File: src/rtl/prom_boot_loader.sv
// Boot PROM loader: walks a byte-wide PROM, waits SETTLE cycles per address
// for the asynchronous access, packs bytes little-endian into 32-bit words and
// hands each word downstream over a valid/ready handshake.
module prom_boot_loader #(
  parameter int DEPTH  = 32,
  parameter int AW     = 5,
  parameter int SETTLE = 2,
  parameter int WAW    = 3
) (
  input  logic           clk,
  input  logic           reset,
  input  logic           start,
  output logic [AW-1:0]  prom_a,
  output logic           prom_ce_n,
  input  logic [7:0]     prom_d,
  output logic [31:0]    word_out,
  output logic [WAW-1:0] word_addr,
  output logic           word_valid,
  input  logic           word_ready,
  output logic           busy,
  output logic           done
);

  localparam int CW = (SETTLE < 1) ? 1 : $clog2(SETTLE + 1);
  localparam logic [CW-1:0]  SETTLE_C  = CW'(SETTLE);
  localparam logic [WAW-1:0] LAST_WORD = WAW'(DEPTH / 4 - 1);

  typedef enum logic [1:0] {
    IDLE,
    FETCH,
    PRESENT,
    DONE
  } state_t;

  state_t         state_q, state_d;
  logic [AW-1:0]  prom_a_q, prom_a_d;
  logic           prom_ce_n_q, prom_ce_n_d;
  logic [31:0]    word_out_q, word_out_d;
  logic [WAW-1:0] word_addr_q, word_addr_d;
  logic           word_valid_q, word_valid_d;
  logic           busy_q, busy_d;
  logic           done_q, done_d;
  logic [1:0]     lane_q, lane_d;
  logic [CW-1:0]  cnt_q, cnt_d;

  // Next-state and next-output logic; every output is produced from a flop.
  always_comb begin
    state_d      = state_q;
    prom_a_d     = prom_a_q;
    prom_ce_n_d  = prom_ce_n_q;
    word_out_d   = word_out_q;
    word_addr_d  = word_addr_q;
    word_valid_d = word_valid_q;
    busy_d       = busy_q;
    done_d       = done_q;
    lane_d       = lane_q;
    cnt_d        = cnt_q;

    case (state_q)
      IDLE, DONE: begin
        if (start) begin
          state_d     = FETCH;
          prom_a_d    = '0;
          lane_d      = '0;
          cnt_d       = '0;
          prom_ce_n_d = 1'b0;
          busy_d      = 1'b1;
          done_d      = 1'b0;
        end
      end

      FETCH: begin
        if (cnt_q == SETTLE_C) begin
          // Lanes not yet written keep their old contents.
          word_out_d[8*lane_q +: 8] = prom_d;
          cnt_d = '0;
          if (lane_q == 2'd3) begin
            state_d      = PRESENT;
            word_valid_d = 1'b1;
            word_addr_d  = prom_a_q[AW-1:2];
          end else begin
            lane_d   = lane_q + 2'd1;
            prom_a_d = prom_a_q + 1'b1;
          end
        end else begin
          cnt_d = cnt_q + 1'b1;
        end
      end

      PRESENT: begin
        if (word_ready) begin
          word_valid_d = 1'b0;
          if (word_addr_q == LAST_WORD) begin
            state_d     = DONE;
            prom_a_d    = '0;
            prom_ce_n_d = 1'b1;
            busy_d      = 1'b0;
            done_d      = 1'b1;
          end else begin
            state_d  = FETCH;
            prom_a_d = prom_a_q + 1'b1;
            lane_d   = '0;
            cnt_d    = '0;
          end
        end
      end

      default: state_d = IDLE;
    endcase
  end

  // State and output registers with synchronous active-high reset.
  always_ff @(posedge clk) begin
    if (reset) begin
      state_q      <= IDLE;
      prom_a_q     <= '0;
      prom_ce_n_q  <= 1'b1;
      word_out_q   <= '0;
      word_addr_q  <= '0;
      word_valid_q <= 1'b0;
      busy_q       <= 1'b0;
      done_q       <= 1'b0;
      lane_q       <= '0;
      cnt_q        <= '0;
    end else begin
      state_q      <= state_d;
      prom_a_q     <= prom_a_d;
      prom_ce_n_q  <= prom_ce_n_d;
      word_out_q   <= word_out_d;
      word_addr_q  <= word_addr_d;
      word_valid_q <= word_valid_d;
      busy_q       <= busy_d;
      done_q       <= done_d;
      lane_q       <= lane_d;
      cnt_q        <= cnt_d;
    end
  end

  assign prom_a     = prom_a_q;
  assign prom_ce_n  = prom_ce_n_q;
  assign word_out   = word_out_q;
  assign word_addr  = word_addr_q;
  assign word_valid = word_valid_q;
  assign busy       = busy_q;
  assign done       = done_q;

endmodule

File: config.mk
export PLATFORM = sky130hd
export DESIGN_NAME = prom_boot_loader
export DESIGN_NICKNAME = d
export VERILOG_FILES = /design/src/rtl/prom_boot_loader.sv
export SDC_FILE = /design/constraint.sdc
export NUM_CORES = 1
export LEC_CHECK = 0
export ABC_CLOCK_PERIOD_IN_PS = 2000
export CORE_ASPECT_RATIO = 0.7
export CORE_MARGIN = 8
export CORE_UTILIZATION = 35
export CTS_CLUSTER_DIAMETER = 150
export DETAILED_ROUTE_END_ITERATION = 8
export GPL_TIMING_DRIVEN = 1
export PLACE_DENSITY = 0.69
export SYNTH_ARGS = -nofsm -noshare
export SYNTH_HDL_FRONTEND = slang
export SYNTH_SLANG_ARGS = --single-unit
export TNS_END_PERCENT = 5
File: constraint.sdc
create_clock -name clk -period 2 [get_ports clk]
set_input_delay 0.4 -clock clk [delete_from_list [all_inputs] [get_ports clk]]
set_output_delay 0.4 -clock clk [all_outputs]
set_load 0.005 [all_outputs]
==> summary.log, run 1 <==
INFO  logic_synthesis post-synth-top-area-fraction=0.460
INFO  global_routing grt_most_used_layer=met2
INFO  detailed_routing routed-via-count=2,046
INFO  timing         period_share=0.904
INFO  global_routing grt_use_total=0.137
INFO  critical_path  cp-end-kind=flop
INFO  logic_synthesis synth_nets=283
INFO  logic_synthesis synth.lib_cells_used.distinct=34
INFO  finish         antenna-diode-count=0
INFO  finish         final_layout_size_suffix_gt1_frac=0.101
INFO  timing         timing.final.max_slew_violations=0
INFO  clock_network  clock_sinks=50
INFO  clock_network  cts_hold_buffers=0
INFO  clock_network  worst_setup_hold_path_clk_slew=0.09ns
INFO  clock_network  postCtsSetupBuffers=0
INFO  logic_synthesis dominantRegCellSynth=sky130_fd_sc_hd__dfxtp_1
INFO  critical_path  arrival=2.06ns
INFO  floorplanning  floorplan.die.width=110microns
INFO  job            drv.max_cap_violation_count=0
INFO  timing         worst_pin_slew=0.470ns
INFO  global_routing globalRouteMet3Util=0.0415
INFO  critical_path  r2r-end=cnt_q[0]
INFO  global_routing largest_net_degree_at_the_start_of_global_routing=29
INFO  detailed_routing detail_route.first_pass.iterations=5
INFO  clock_network  cts_buffers=5
INFO  finish         final_area=3020squm
INFO  logic_synthesis syn_area=2180squm
INFO  timing         total_negative_setup_slack=0ns
INFO  floorplanning  io-pin-count=56
INFO  detailed_routing drc=0
INFO  finish         layout_common_cells=55 x sky130_fd_sc_hd__clkdlybuf4s50_1, 49 x sky130_fd_sc_hd__dfxtp_1, 46 x sky130_fd_sc_hd__nand2_1
INFO  clock_network  cts.path.max_buffers=2
INFO  finish         final_common_cell=sky130_fd_sc_hd__clkdlybuf4s50_1
INFO  critical_path  timing.rr.start=state_q[0]
INFO  logic_synthesis post_synth.cell_area_avg=8.34squm
INFO  timing         period_minus_slack=1.81ns
INFO  critical_path  critPathLaunch=state_q[0]
INFO  detailed_routing initialDrtViolationCount=120
INFO  placed_design  preCtsSetupSlack=0.00271ns
INFO  critical_path  setup.worst_path.class=reg2reg
INFO  timing         slew_headroom=0.686
INFO  critical_path  worstPathRequired=2.25ns
INFO  power          worst_ir_drop_vdd=0.375mV
INFO  critical_path  cp_slowest_cell=sky130_fd_sc_hd__or4_1
INFO  floorplanning  floorplan.die.height=82.0microns
INFO  logic_synthesis synth.ff_latch_count=50
INFO  placed_design  placement.io_buffers=55
INFO  critical_path  cells_on_worst_reg2reg_path=6
INFO  detailed_routing route.final.wire_length=6060microns
INFO  floorplanning  num_rows=24
INFO  logic_synthesis number_of_enable_flip_flop_cells_after_synthesis=0
INFO  finish         area_growth=38.6%
INFO  critical_path  path_cells=inv_1 -> ha_4 -> nor2b_4 -> or3_4 -> or4_1 -> a21oi_1
INFO  critical_path  worst-path-max-fanout=5
INFO  placed_design  place.detailed.hpwl=4400microns
INFO  global_routing gr-total-overflow=0
INFO  logic_synthesis synth_sequential_area_ratio=0.460
INFO  clock_network  htree_num_levels=2
INFO  timing         finClkSkew=0.00491ns
INFO  detailed_routing antenna_violating_nets_post_route=0
INFO  critical_path  crit_cells=6
INFO  global_routing number_of_global_route_vias_before_repair=1,892
INFO  global_routing groute.layer.met2.usage=0.193
INFO  critical_path  timing.critical_path.max_delay_family=simple AND/OR/NAND/NOR gates
INFO  global_routing grt_first_pass_wirelength=9620microns
INFO  critical_path  critical_path.startpoint_type=flop
INFO  placed_design  dpl.cell_count=396
INFO  global_routing groute.layer.met1.usage=0.188
INFO  timing         setup_ws=0.192ns
INFO  placed_design  postPlaceCellArea=2890squm
INFO  critical_path  critical_path.n_buffers_inverters=1
INFO  floorplanning  placeableCoreArea=6130squm
INFO  timing         max_freq=553MHz
INFO  finish         count_of_nets_after_finishing=347
INFO  timing         hold_viol=0
INFO  clock_network  root_buffer=sky130_fd_sc_hd__clkbuf_8
INFO  logic_synthesis ys_warn_count=0
INFO  floorplanning  initial_utilization=0.355
INFO  detailed_routing routedWlPerCell=15.0microns
INFO  finish         utilization=0.492
INFO  critical_path  critical_path_destination=cnt_q[0]
INFO  timing         grt_setup_unrepaired=no
INFO  clock_network  tritoncts=built
INFO  logic_synthesis asyncSetResetFlopFracSynth=0
INFO  critical_path  critPathMaxStageDelay=0.40ns
INFO  floorplanning  die_area=9040squm
INFO  logic_synthesis synthDominantAreaCellType=sky130_fd_sc_hd__dfxtp_1
INFO  finish         fin_cells=404
INFO  clock_network  clock_insertion_delay_at_the_later_pin_of_the_skew_report=0.31ns
INFO  detailed_routing via_density_per_instance=5.06
INFO  critical_path  timing.reg2reg.setup_slack=0.19ns
INFO  clock_network  post_cts_resize_count=0
INFO  power          power_density=720nW/um^2
INFO  power          static-leakage-power=1.02nW
INFO  outcome        result_of_the_run=completed
INFO  timing         final-setup-viol-count=0
INFO  logic_synthesis synthTopCellsByArea=sky130_fd_sc_hd__dfxtp_1 46%, sky130_fd_sc_hd__a21oi_1 10%, sky130_fd_sc_hd__nand3_1 8.7%
INFO  hold_path      worstHoldPathType=reg2reg
INFO  placed_design  gpl.final_weighted_congestion=0.837
INFO  logic_synthesis post_synth_inst_count=261
INFO  global_routing antenna_found_initial=0
worst min path at each step:
stage | start | to | slack (ns) | cells after the start
after floorplan | prom_ce_n | prom_ce_n | 0.44 | 2
after global placement | prom_ce_n | prom_ce_n | 0.43 | 2
after detailed placement | prom_ce_n | prom_ce_n | 0.45 | 2
after CTS | word_out[2] | word_out[2] | 0.46 | 2
after global routing | word_out[18] | word_out[18] | 0.47 | 2
final | prom_ce_n | prom_ce_n | 0.45 | 2
where the power goes:
group	internal (mW)	switching (mW)
logic	0.191	0.221
registers	1.02	0.0206
clock network	0.369	0.349
final cells by class:
type                            instances  area [sq um]
Clock inverter                          3          40.0
Clock buffer                            5          68.8
Timing Repair Buffer                   69           668
Sequential cell                        50          1000
Fill cell                             632          3110
Tap cell                               78          97.6
Inverter                               11          41.3
Multi-Input combinational cell        188          1100
cells in the mapped netlist (all sizes together), types with 4 or more instances:
library cell and number:
a21oi 45, and2 5, clkbuf 9, dfxtp 50, ha 10, inv 11, nand2 46, nand3 38
nor2 5, or3 4
state kept, by name, indices dropped and copies added (netlist names):
signal      flops
cnt_q           2
prom_a          5
state_q         2
word_valid      1
prom_ce_n       1
busy            1
word_out       32
lane_q          2
word_addr       3
done            1
worst register-to-register path: cells and delay by family (launching register included):
| family | cells | cell delay (ns) |
|---|---|---|
| adders and majority gates | 1 | 0.25 |
| DFF | 1 | 0.37 |
| AOI/OAI and AO/OA | 1 | 0.14 |
| buffers and inverters | 1 | 0.08 |
| and+or+nand+nor | 3 | 0.92 |
kinds of logic (layout without fill, tap and decap cells):
kind of cell | after synthesis | count (layout) | synth area share
AND/OR/NAND/NOR | 116 | 116 | 0.275
AO/OA/AOI/OAI | 61 | 61 | 0.160
flip-flops | 50 | 50 | 0.460
buffers and inverters | 23 | 88 | 0.0414
adder cells (fa/ha/maj) | 10 | 10 | 0.0575
multiplexers | 1 | 1 | 0.00518
layer usage:
layer	vias to the layer above	routed length, microns
met5	-	0
met1	942	2780
li1	1037	-
met4	0	54
met2	63	2620
met3	4	609
per-stage QoR:
stage	hold slack (ns)	total power, mW
3_3_place_gp	0.431	1.45
4_1_cts	0.458	2.17
5_1_grt	0.475	2.27
2_1_floorplan	0.439	1.30
6_report	0.453	2.17
3_5_place_dp	0.445	1.46
Note: power is estimated with default switching activity, not from simulation.
==> run 2: changes to the inputs <==
--- a/config.mk
+++ b/config.mk
@@ -6,6 +6,7 @@
 export NUM_CORES = 1
 export LEC_CHECK = 0
 export ABC_CLOCK_PERIOD_IN_PS = 2000
+export CAP_MARGIN = 20
 export CORE_ASPECT_RATIO = 0.7
 export CORE_MARGIN = 8
 export CORE_UTILIZATION = 35
==> results of run 2 <==
The final DEF is identical to that of run 1; final timing and power are the same.
==> run 3: changes to the inputs <==
--- a/config.mk
+++ b/config.mk
@@ -6,8 +6,8 @@
 export NUM_CORES = 1
 export LEC_CHECK = 0
 export ABC_CLOCK_PERIOD_IN_PS = 2000
-export CAP_MARGIN = 20
-export CORE_ASPECT_RATIO = 0.7
+export CAP_MARGIN = 15
+export CORE_ASPECT_RATIO = 0.8
 export CORE_MARGIN = 8
 export CORE_UTILIZATION = 35
 export CTS_CLUSTER_DIAMETER = 150
==> run 3 against run 2 <==
Against the previous run: critical path type unchanged; final area fell by 0.91%; sequential power barely moved; hold slack got worse by 0.0012 ns; global-route usage fell by 0.35 points.
==> summary.log, run 3 (synthesis gave the netlist of run 1 again) <==
INFO  clock_network  postCtsSetupBuffers=0
INFO  timing         grt_setup_unrepaired=no
INFO  placed_design  gpl.final_weighted_congestion=0.804
INFO  power          power_density=685nW/um^2
INFO  finish         largest_register_ffs=32
INFO  clock_network  htree_num_levels=2
INFO  clock_network  tritoncts=built
INFO  clock_network  root_buffer=sky130_fd_sc_hd__clkbuf_8
INFO  global_routing grt_first_pass_wirelength=9780microns
INFO  critical_path  arrival=2.14ns
INFO  placed_design  preCtsSetupSlack=0.0298ns
INFO  timing         worst_pin_slew=0.501ns
INFO  timing         hold_viol=0
INFO  finish         fillCellCount=572
INFO  floorplanning  num_rows=25
INFO  placed_design  dpl.cell_count=398
INFO  critical_path  critical_path.n_buffers_inverters=1
INFO  detailed_routing initialDrtViolationCount=109
INFO  clock_network  clock_sinks=50
INFO  timing         finalHoldWorstSlack=0.452ns
INFO  timing         final-setup-viol-count=0
INFO  detailed_routing via_density_per_instance=5.04
INFO  critical_path  timing.rr.start=state_q[0]
INFO  timing         total_negative_setup_slack=0ns
INFO  finish         utilization=0.500
INFO  global_routing antenna_found_initial=0
INFO  floorplanning  placeableCoreArea=5970squm
INFO  global_routing grt_use_total=0.133
INFO  timing         period_share=0.945
INFO  detailed_routing route.final.wire_length=5940microns
INFO  job            drv.max_cap_violation_count=0
INFO  timing         slew_headroom=0.665
INFO  power          power.total=2.05mW
INFO  finish         final_area=2990squm
INFO  critical_path  setup.worst_path.class=reg2reg
INFO  critical_path  timing.critical_path.max_delay_family=simple AND/OR/NAND/NOR gates
INFO  timing         finClkSkew=0.00700ns
INFO  finish         antenna-diode-count=0
INFO  finish         count_of_nets_after_finishing=346
INFO  finish         layout_common_cells=55 x sky130_fd_sc_hd__clkdlybuf4s50_1, 50 x sky130_fd_sc_hd__dfxtp_1, 46 x sky130_fd_sc_hd__nand2_1
INFO  detailed_routing drc=0
INFO  finish         sequential_cell_area=1000squm
INFO  hold_path      worstHoldPathType=reg2reg
INFO  timing         period_minus_slack=1.89ns
INFO  finish         fin_cells=406
INFO  floorplanning  io-pin-count=56
INFO  detailed_routing routedWlPerCell=14.6microns
INFO  critical_path  critical_path.startpoint_type=flop
INFO  finish         final_common_cell=sky130_fd_sc_hd__clkdlybuf4s50_1
INFO  timing         setup_ws=0.109ns
INFO  clock_network  post_cts_resize_count=0
INFO  detailed_routing detail_route.first_pass.iterations=4
INFO  critical_path  worst-path-max-fanout=4
INFO  floorplanning  floorplan.die.width=104microns
INFO  global_routing number_of_global_route_vias_before_repair=1,983
INFO  hold_path      holdCritStartpoint=prom_ce_n
INFO  critical_path  path_cells=inv_1 -> ha_1 -> nor2b_4 -> or3_4 -> or4_1 -> a21oi_1
INFO  clock_network  clock_insertion_delay_at_the_later_pin_of_the_skew_report=0.31ns
INFO  placed_design  postPlaceCellArea=2890squm
INFO  critical_path  critPathLaunch=state_q[0]
INFO  floorplanning  die_area=9010squm
INFO  critical_path  critPathMaxStageDelay=0.40ns
INFO  power          worst_ir_drop_vdd=0.262mV
INFO  power          static-leakage-power=1.00nW
INFO  finish         final_layout_size_suffix_gt1_frac=0.0954
INFO  global_routing largest_net_degree_at_the_start_of_global_routing=26
INFO  finish         multiInputGateArea=1090squm
INFO  floorplanning  initial_utilization=0.364
INFO  critical_path  worstPathRequired=2.25ns
INFO  detailed_routing antenna_violating_nets_post_route=0
INFO  clock_network  cts_buffers=5
INFO  detailed_routing routed-via-count=2,048
INFO  critical_path  cp-end-kind=flop
INFO  timing         max_freq=529MHz
INFO  clock_network  cts_hold_buffers=0
INFO  global_routing gr-total-overflow=0
INFO  placed_design  place.detailed.hpwl=4320microns
INFO  clock_network  worst_setup_hold_path_clk_slew=0.09ns
INFO  critical_path  cp_slowest_cell=sky130_fd_sc_hd__or4_1
INFO  floorplanning  floorplan.die.height=86.5microns
INFO  outcome        result_of_the_run=completed
INFO  clock_network  cts.path.max_buffers=2
INFO  finish         area_growth=37.4%
INFO  placed_design  placement.io_buffers=55
INFO  timing         timing.final.max_slew_violations=0
==> run 3: changes by cell type in the layout (fill, tap and decap cells not counted), sizes merged <==
cell    previous run  this run
buf               14        13
bufinv             1         0
clkbuf             5         7
clkinv             2         1
==> run 3: path summary, 6_finish.rpt <==
check	to	slack (ns)	depth (start not counted)
max reg2reg	cnt_q[0]	0.11	6
max	cnt_q[0]	0.11	6
min	prom_ce_n	0.45	2
min reg2reg	prom_ce_n	0.45	2
==> run 3: worst register-to-register path, delay by kind of cell, from the launching register on <==
family / cells / cell delay [ns]
and+or+nand+nor: 3 / 0.92
DFF: 1 / 0.38
AOI/OAI and AO/OA: 1 / 0.14
adders and majority gates: 1 / 0.34
buffers and inverters: 1 / 0.06
==> run 3: final cells by class <==
type | instances | share of cell area
multi-input cells | 188 | 0.366
flip-flops and latches | 50 | 0.335
repair buffers | 68 | 0.221
well taps | 81 | 0.0339
clock buffers | 7 | 0.0289
inverters | 11 | 0.0138
clock inverters | 1 | 0.00167
==> run 3: per-layer routing <==
layer / global-route usage / up-vias / share of wire
met4: 0.0629 / 0 / 0.016
li1: - / 1041 / -
met2: 0.195 / 57 / 0.43
met5: 0 / - / 0
met1: 0.169 / 942 / 0.48
met3: 0.0489 / 8 / 0.074
==> run 3: power breakdown <==
group	switching (mW)	internal [mW]	leakage, nW
sequential	0.0215	1.02	0.404
clock	0.322	0.279	0.0482
combinational	0.219	0.186	0.552
total	0.563	1.48	1.00
